[src/rtl/uart_tx_param.sv]
// UART transmitter with run-time baud divisor, parity and stop-bit count, fed by a small FIFO.
// Optional line-break support is compiled in with `define UART_TX_BREAK_EN.
module uart_tx_param #(
    parameter int unsigned DATA_W     = 8,
    parameter int unsigned FIFO_DEPTH = 4,
    parameter int unsigned DIV_W      = 16
) (
    input  logic                          sys_clk,
    input  logic                          rst_n,
    input  logic [DATA_W-1:0]             tx_data_in,
    input  logic                          tx_valid,
    output logic                          tx_ready,
    input  logic [DIV_W-1:0]              baud_div,
    input  logic [1:0]                    parity_mode,
    input  logic                          stop2,
`ifdef UART_TX_BREAK_EN
    input  logic                          tx_break,
`endif
    output logic                          serial_out,
    output logic                          busy,
    output logic                          tx_done,
    output logic [$clog2(FIFO_DEPTH):0]   fifo_level
);

    localparam int unsigned AW = $clog2(FIFO_DEPTH);
    localparam int unsigned LW = AW + 1;
    localparam int unsigned IW = $clog2(DATA_W);

    typedef enum logic [2:0] {StIdle, StStart, StData, StParity, StStop} state_e;

    logic [DATA_W-1:0] mem_q [FIFO_DEPTH];
    logic [AW-1:0]     wr_ptr_q, rd_ptr_q;
    logic [LW-1:0]     level_q;
    logic              push, pop, full, brk_block;

    state_e            state_q, state_d;
    logic [DIV_W-1:0]  cnt_q, cnt_d, div_q, div_d, eff_div;
    logic [IW-1:0]     bit_q, bit_d;
    logic [DATA_W-1:0] shift_q, shift_d;
    logic              par_en_q, par_en_d, par_bit_q, par_bit_d;
    logic              stop2_q, stop2_d, stop_sec_q, stop_sec_d, done_q, done_d;

    assign full       = (level_q == LW'(FIFO_DEPTH));
    assign tx_ready   = !full;
    assign push       = tx_valid && !full;
    assign fifo_level = level_q;
    assign eff_div    = (baud_div < DIV_W'(2)) ? DIV_W'(2) : baud_div;
    assign tx_done    = done_q;
    assign busy       = (state_q != StIdle) || (level_q != '0) || brk_block;

    always_ff @(posedge sys_clk or negedge rst_n) begin
        if (!rst_n) begin
            wr_ptr_q <= '0;
            rd_ptr_q <= '0;
            level_q  <= '0;
        end else begin
            if (push) wr_ptr_q <= wr_ptr_q + 1'b1;
            if (pop)  rd_ptr_q <= rd_ptr_q + 1'b1;
            case ({push, pop})
                2'b10:   level_q <= level_q + 1'b1;
                2'b01:   level_q <= level_q - 1'b1;
                default: level_q <= level_q;
            endcase
        end
    end

    always_ff @(posedge sys_clk) begin
        if (push) mem_q[wr_ptr_q] <= tx_data_in;
    end

`ifdef UART_TX_BREAK_EN
    logic             brk_q, brk_d;
    logic [DIV_W-1:0] brk_cnt_q, brk_cnt_d;

    // After break falls, brk_q keeps the line idle-high for one bit period.
    always_comb begin
        brk_d     = brk_q;
        brk_cnt_d = brk_cnt_q;
        if (tx_break && state_q == StIdle) begin
            brk_d     = 1'b1;
            brk_cnt_d = eff_div - 1'b1;
        end else if (brk_q && !tx_break) begin
            if (brk_cnt_q == '0) brk_d = 1'b0;
            else                 brk_cnt_d = brk_cnt_q - 1'b1;
        end
    end

    always_ff @(posedge sys_clk or negedge rst_n) begin
        if (!rst_n) begin
            brk_q     <= 1'b0;
            brk_cnt_q <= '0;
        end else begin
            brk_q     <= brk_d;
            brk_cnt_q <= brk_cnt_d;
        end
    end

    assign brk_block = tx_break || brk_q;
`else
    assign brk_block = 1'b0;
`endif

    always_comb begin
        logic load;
        load       = 1'b0;
        pop        = 1'b0;
        state_d    = state_q;
        cnt_d      = cnt_q;
        div_d      = div_q;
        bit_d      = bit_q;
        shift_d    = shift_q;
        par_en_d   = par_en_q;
        par_bit_d  = par_bit_q;
        stop2_d    = stop2_q;
        stop_sec_d = stop_sec_q;
        done_d     = 1'b0;

        if (state_q != StIdle) begin
            cnt_d = (cnt_q == '0) ? div_q - 1'b1 : cnt_q - 1'b1;
        end

        unique case (state_q)
            StIdle: begin
                if (level_q != '0 && !brk_block) load = 1'b1;
            end
            StStart: begin
                if (cnt_q == '0) begin
                    state_d = StData;
                    bit_d   = '0;
                end
            end
            StData: begin
                if (cnt_q == '0) begin
                    shift_d = shift_q >> 1;
                    if (bit_q == IW'(DATA_W - 1)) begin
                        state_d    = par_en_q ? StParity : StStop;
                        stop_sec_d = 1'b0;
                    end else begin
                        bit_d = bit_q + 1'b1;
                    end
                end
            end
            StParity: begin
                if (cnt_q == '0) begin
                    state_d    = StStop;
                    stop_sec_d = 1'b0;
                end
            end
            StStop: begin
                if (cnt_q == '0) begin
                    if (stop2_q && !stop_sec_q) begin
                        stop_sec_d = 1'b1;
                    end else begin
                        done_d = 1'b1;
                        if (level_q != '0 && !brk_block) load = 1'b1;
                        else                              state_d = StIdle;
                    end
                end
            end
            default: state_d = StIdle;
        endcase

        // Frame launch: pop head and freeze this frame's configuration.
        if (load) begin
            pop       = 1'b1;
            state_d   = StStart;
            shift_d   = mem_q[rd_ptr_q];
            div_d     = eff_div;
            cnt_d     = eff_div - 1'b1;
            par_en_d  = (parity_mode == 2'b01) || (parity_mode == 2'b10);
            par_bit_d = (^mem_q[rd_ptr_q]) ^ parity_mode[1];
            stop2_d   = stop2;
        end
    end

    always_ff @(posedge sys_clk or negedge rst_n) begin
        if (!rst_n) begin
            state_q    <= StIdle;
            cnt_q      <= '0;
            div_q      <= DIV_W'(2);
            bit_q      <= '0;
            shift_q    <= '0;
            par_en_q   <= 1'b0;
            par_bit_q  <= 1'b0;
            stop2_q    <= 1'b0;
            stop_sec_q <= 1'b0;
            done_q     <= 1'b0;
        end else begin
            state_q    <= state_d;
            cnt_q      <= cnt_d;
            div_q      <= div_d;
            bit_q      <= bit_d;
            shift_q    <= shift_d;
            par_en_q   <= par_en_d;
            par_bit_q  <= par_bit_d;
            stop2_q    <= stop2_d;
            stop_sec_q <= stop_sec_d;
            done_q     <= done_d;
        end
    end

    always_comb begin
        serial_out = 1'b1;
        case (state_q)
            StStart:  serial_out = 1'b0;
            StData:   serial_out = shift_q[0];
            StParity: serial_out = par_bit_q;
            default:  serial_out = 1'b1;
        endcase
`ifdef UART_TX_BREAK_EN
        if (state_q == StIdle && tx_break) serial_out = 1'b0;
`endif
    end

endmodule

[config.mk]
export PLATFORM = sky130hd
export DESIGN_NAME = uart_tx_param
export DESIGN_NICKNAME = d
export VERILOG_FILES = /design/src/rtl/uart_tx_param.sv
export SDC_FILE = /design/constraint.sdc
export NUM_CORES = 1
export LEC_CHECK = 0
export BUFFER_PORTS_ARGS = -buffer_cell sky130_fd_sc_hd__buf_2
export CORE_ASPECT_RATIO = 0.7
export CORE_MARGIN = 4
export CORE_UTILIZATION = 60
export DETAILED_ROUTE_END_ITERATION = 7
export GPL_TIMING_DRIVEN = 0
export PLACE_DENSITY = 0.8
export REMOVE_ABC_BUFFERS = 1
export SLEW_MARGIN = 20
export SYNTH_ARGS = -nofsm -noshare
export SYNTH_HDL_FRONTEND = slang
export SYNTH_SLANG_ARGS = --single-unit
[constraint.sdc]
create_clock -name sys_clk -period 5.93 [get_ports sys_clk]
set_input_delay 0 -clock sys_clk [delete_from_list [all_inputs] [get_ports sys_clk]]
set_output_delay 0 -clock sys_clk [all_outputs]
set_load 0.02 [all_outputs]
; ---- Word level (Yosys, flattened, before mapping)
; Memory sizes are Yosys's and may differ from the RTL's.
; Index checks and enable logic that the tools add are counted.
[totals]
out_inout_bits = 7
latchBits = 0
ramBits = 32
register_bits = 58
mem_bits_ro = 0
wordCells = 109
memories = 1
[mem_list]
columns = memory, depth, word_bits, read_ports, rd_clocked_by_memory_dff, write_ports, line_no
row1 = mem_q, 4, 8, 1, 0, 1, 31  ; logic [DATA_W-1:0] mem_q [FIFO_DEPTH];
[op_classes]
n_mux = 39
n_mul = 0
n_reduce_logical = 21
n_eq_ne = 25
shift = 0
add_sub_neg = 8
bitwise_logic = 1
div_mod_pow = 0
magnitude_cmp = 1
[op_table]
columns = operator, count
row1 = $mux W16, 4
row2 = $sub A16 B1 Y16 const B, 3
row3 = $mux W3, 12
row4 = $mux W8, 3
row5 = $ne A3 B3 Y1 const B, 7
row6 = $logic_not A16 Y1, 1
row7 = $lt A16 B2 Y1 const B, 1
row8 = $ne A2 B2 Y1 const B, 8
row9 = $pmux W3 S5, 1
row10 = $mux W1, 14
row11 = $pmux W3 S2, 2
row12 = $reduce_bool A2 Y1, 5
row13 = $eq A3 B3 Y1 const B, 3
row14 = $reduce_bool A3 Y1, 3
row15 = $reduce_and A8 Y1, 1
row16 = $reduce_xor A8 Y1, 1
row17 = $add A3 B1 Y3 const B, 2
row18 = $eq A3 B2 Y1 const B, 2
row19 = $pmux W1 S3, 2
row20 = $reduce_and A6 Y1, 1
row21 = $add A2 B1 Y2 const B, 2
row22 = $eq A2 B1 Y1 const B, 2
row23 = $eq A2 B2 Y1 const B, 2
row24 = $reduce_and A4 Y1, 1
row25 = other kinds (9), 12

; ---- Longest topological paths before layout
[logic_depth]
ltp_word = 8
mapped_depth = 15

; ---- Worst setup path after synthesis
; Ideal clock, no wire load.
[synth_timing]
kind = flip-flop to flip-flop
startpoint = register level_q[0], in the netlist fifo_level[0]
endpoint = register cnt_q[12]
setup_ns = 0.148
arrival_ns = 2.856
stages_incl_launch_ff = 15
n_path_buf = 3
slack_ns = 2.927
path_cell_list = dfrtp_1 -> or3_1 -> buf_2 -> and2_1 -> buf_6 -> a31oi_4 -> inv_2 -> clkbuf_1 -> and2_1 -> nor2_1 -> ha_1 -> nand3_1 -> nor4b_2 -> xor2_1 -> a21oi_1
[synth_between]
elab_chain_cells = 6
word_cells_on_any_way = 7
cone_classes = mux: 5 / reduce/logical: 2
[synth_lines]
columns = element, line_no
row1 = start: declaration, 33  ; logic [LW-1:0] level_q;
row2 = start signal: assignment, 60  ; 2'b10: level_q <= level_q + 1'b1;
row3 = start signal: assignment, 61  ; 2'b01: level_q <= level_q - 1'b1;
row4 = start signal: assignment, 62  ; default: level_q <= level_q;
row5 = $reduce_bool A3 Y1 *, "124, 155"
row6 = $mux W1 *, "124, 155"
row7 = $mux W1, 151  ; if (stop2_q && !stop_sec_q) begin
row8 = $mux W1, 150  ; if (cnt_q == '0) begin
row9 = $pmux W1 S2 *, 122  ; unique case (state_q)
row10 = $mux W16 or $reduce_bool A2 Y1 (tied branches), --
row11 = end signal: assignment, 190  ; cnt_q <= cnt_d;
row12 = end: declaration, 37  ; logic [DIV_W-1:0] cnt_q, cnt_d, div_q, div_d, eff_div;
; Mark *: on every way between the ends. The rest lies on a longest branch, timed or not.
; A chain may end at the register's enable or synchronous reset.

; ---- Worst setup path after layout
[layout_timing]
startpoint = register level_q[1], in the netlist fifo_level[1]
endpoint = register cnt_q[12]
; The elaborated chain is that of the path after synthesis.

==> impl_metrics.toml <==
[placed_design]
numPortBuffers = 36
pre_cts_slack_ns = 1.51
dp.final_hpwl_um = 6990
post-place-cells = 538
gp_congestion = 0.937

[sta]
finalClockSkew_ns = 0.00909
max_freq_mhz = 212
finalWorstSetupSlack_ns = 1.22
tightestPinTransition_ns = 0.894
worst_hold_slack_ns = 0.0753
period_share_pct = 79.5
setup_viol = 0
fin_tns_setup_ns = 0
period_needed_ns = 4.71
rsz0062_at_grt = "no"
relSlewSlack_pct = 40.4
hold_viol = 0
slew_violations = 0

[layout]
insertedDiodeCount = 0
fillers = 532
drive_gt1_share_pct = 15.3
nets = 517
final_cells = 581
multiInputGateArea_um2 = 2010
seqCellArea_um2 = 2410
area_delta_synth_final_pct = 14.3

[grt]
grt_use_total_pct = 25.0
grt_overflow = 0
grt_start_max_net_pins = 59
grt_pass1_wl_um = 17600
antenna_found_initial = 0
grt_pass1_vias = 3468

[synthesis]
synth_top_area_share_pct = 31.2
synth_edf_count = 32
synthAdderAreaFrac_pct = 2.63
synth_mux_area_share_pct = 6.90
synth.area.top_cells = "dfrtp_1, edfxtp_1, nand2_1"
synth_compound_area_share_pct = 13.5
yosys.cell_types.count = 55
yosys.area_share.simple_pct = 15.6
syn-cell-area_um2 = 4570
yosys.area.top_type = "dfrtp_1"
ys_async_sr_fraction_pct = 64.4
synth-seq-cells = 90
synthCells = 425
synth_top_family_by_area = "simple AND/OR/NAND/NOR gates"
avgSynthCellArea_um2 = 10.8
yosysMostFrequentCell = "nand2_1"
synth_warnings = 0
synth-xor-area-share_pct = 5.17
ys_seq_area_share_pct = 52.8
ys_top_cells_by_count = "nand2_1, dfrtp_1, edfxtp_1"
synth_flop_cell = "dfrtp_1"

[critical_path]
critPathMaxFanout = 54
max_stage_delay_ns = 0.79
path_cells = "or3_1 -> and2_1 -> a31oi_4 -> inv_2 -> and2_1 -> nor2_1 -> ha_1 -> nand3_1 -> nor4b_2 -> xor2_1 -> a21oi_1"
path_delay_family = "simple AND/OR/NAND/NOR gates"
path_buf_inv = 1
slowest_stage = "a31oi_4"
start_kind = "flop"
cpMostUsedCell = "and2_1"
cp_data_required_time_ns = 6.15
worstPathArrival_ns = 4.93
crit_type = "reg2reg"
cp-end-kind = "flop"

[floorplan]
initial_utilization_pct = 62.2
die_w_um = 112
die_h_um = 81.0
core_um2 = 7350
pin_count = 37
dieArea_um2 = 9100
fp-row-count = 26

[power_and_ir_drop]
finalPower_mw = 2.67
p_leak_nw = 2.12
ir_worst_vdd_mv = 0.293
power_density_nw_per_um2 = 511

[clocking]
insertion_delay_ns = 0.36
path_clk_slew_ns = 0.09
cts_tree = "yes"
cts.path.max_buffers = 2
cts_buffers = 9
cts_sinks = 90
h-tree-depth = 3
clockRootBuffer = "clkbuf_8"

[job]
drv_cap = 0

[route]
antenna_left = 0
num_vias = 3593
via_per_inst = 6.18
drt_iter0_drc = 535
routed_wl_um = 10700
routedWlPerCell_um = 18.4
drc = 0
first_pass_iters = 5

[run_status]
outcome = "complete, no violations"

[worst_hold_path]
hold_class = "in2reg"
## worst paths after layout
| kind | startpoint | end | slack, ns | cells after the start |
|---|---|---|---|---|
| setup / recovery | fifo_level[1] | cnt_q[12] | 1.22 | 11 |
| hold / removal | tx_valid | wr_ptr_q[0] | 0.08 | 3 |
| setup reg to reg | fifo_level[1] | cnt_q[12] | 1.22 | 11 |
| hold reg to reg | div_q[9] | div_q[9] | 0.48 | 2 |
| max in group asynchronous | rst_n | cnt_q[9] | 5.19 | 2 |
| min in group asynchronous | rst_n | bit_q[2] | 0.25 | 2 |
## sequential cells by signal, indices dropped and copies added (netlist names)
register and flops:
stop_sec_q 1, shift_q 8, par_en_q 1, rd_ptr_q 2, mem_q 32, bit_q 3, stop2_q 1, state_q 3
wr_ptr_q 2, cnt_q 16, par_bit_q 1, div_q 16, fifo_level 3, tx_done 1
## report_power, final
part	leakage [nW]	switching [mW]	internal [mW]
registers	0.997	0.193	0.880
clock network	0.0843	0.216	0.153
logic	1.04	0.726	0.501
## layer usage
| metal | track usage, % | wire length, um |
|---|---|---|
| met3 | 5.06 | 920 |
| met4 | 7.68 | 162 |
| met2 | 39.2 | 4890 |
| met5 | 0 | 0 |
| met1 | 35.7 | 4710 |
## cell type report
type | count | area share [%]
Sequential cell | 90 | 46.2
Multi-Input combinational cell | 299 | 38.4
Timing Repair Buffer | 63 | 8.67
Clock buffer | 10 | 2.44
Tap cell | 98 | 2.35
Inverter | 15 | 1.08
Clock inverter | 6 | 0.814
## stage by stage
| stage | area [um2] | util [%] |
|---|---|---|
| 2_1_floorplan | 4470 | - |
| 3_3_place_gp | 4780 | 65.0 |
| 3_5_place_dp | 4780 | 65.0 |
| 4_1_cts | 5220 | 71.0 |
| 5_1_grt | 5220 | 71.1 |
| 6_report | 5220 | 71.1 |
## logic make-up after synthesis
| logic type | Yosys count |
|---|---|
| AO/OA/AOI/OAI | 94 |
| multiplexers | 21 |
| buffers and inverters | 36 |
| adder cells (fa/ha/maj) | 9 |
| XOR/XNOR | 27 |
| flip-flops | 90 |
| AND/OR/NAND/NOR | 148 |
## tightest hold or removal path: stages
cell	delay [ns]
buf_2	0.11
and2_1	0.21
xnor2_1	0.08
## layout by cell type (no fill, tap or decap), types with 3 or more instances in the layout
master          n
a211oi_1        5
a21oi_1        29
a22o_1          3
a31oi_1         3
and2_1          5
and3_1          7
buf_2          35
clkbuf_8        9
dfrtp_1        57
dlygate4sd3_1  27
edfxtp_1       32
ha_1            8
inv_1          14
mux2_2          4
mux2i_1         9
mux4_2          8
nand2_1        60
nand2b_1        5
nand3_1         6
nand4_1         3
nor2_1         30
nor3_1         12
nor4_1          5
o211ai_1        4
o21ai_0        27
o31ai_1         3
o32ai_1         5
xnor2_1        16
xor2_1         11
## timing repair
item / CTS / global route
gates resized for setup: 0 / 0
hold endpoints to repair: 106 / 0
setup buffers: 0 / 0
hold buffers: 27 / 0
(Power assumes the default switching activity.)
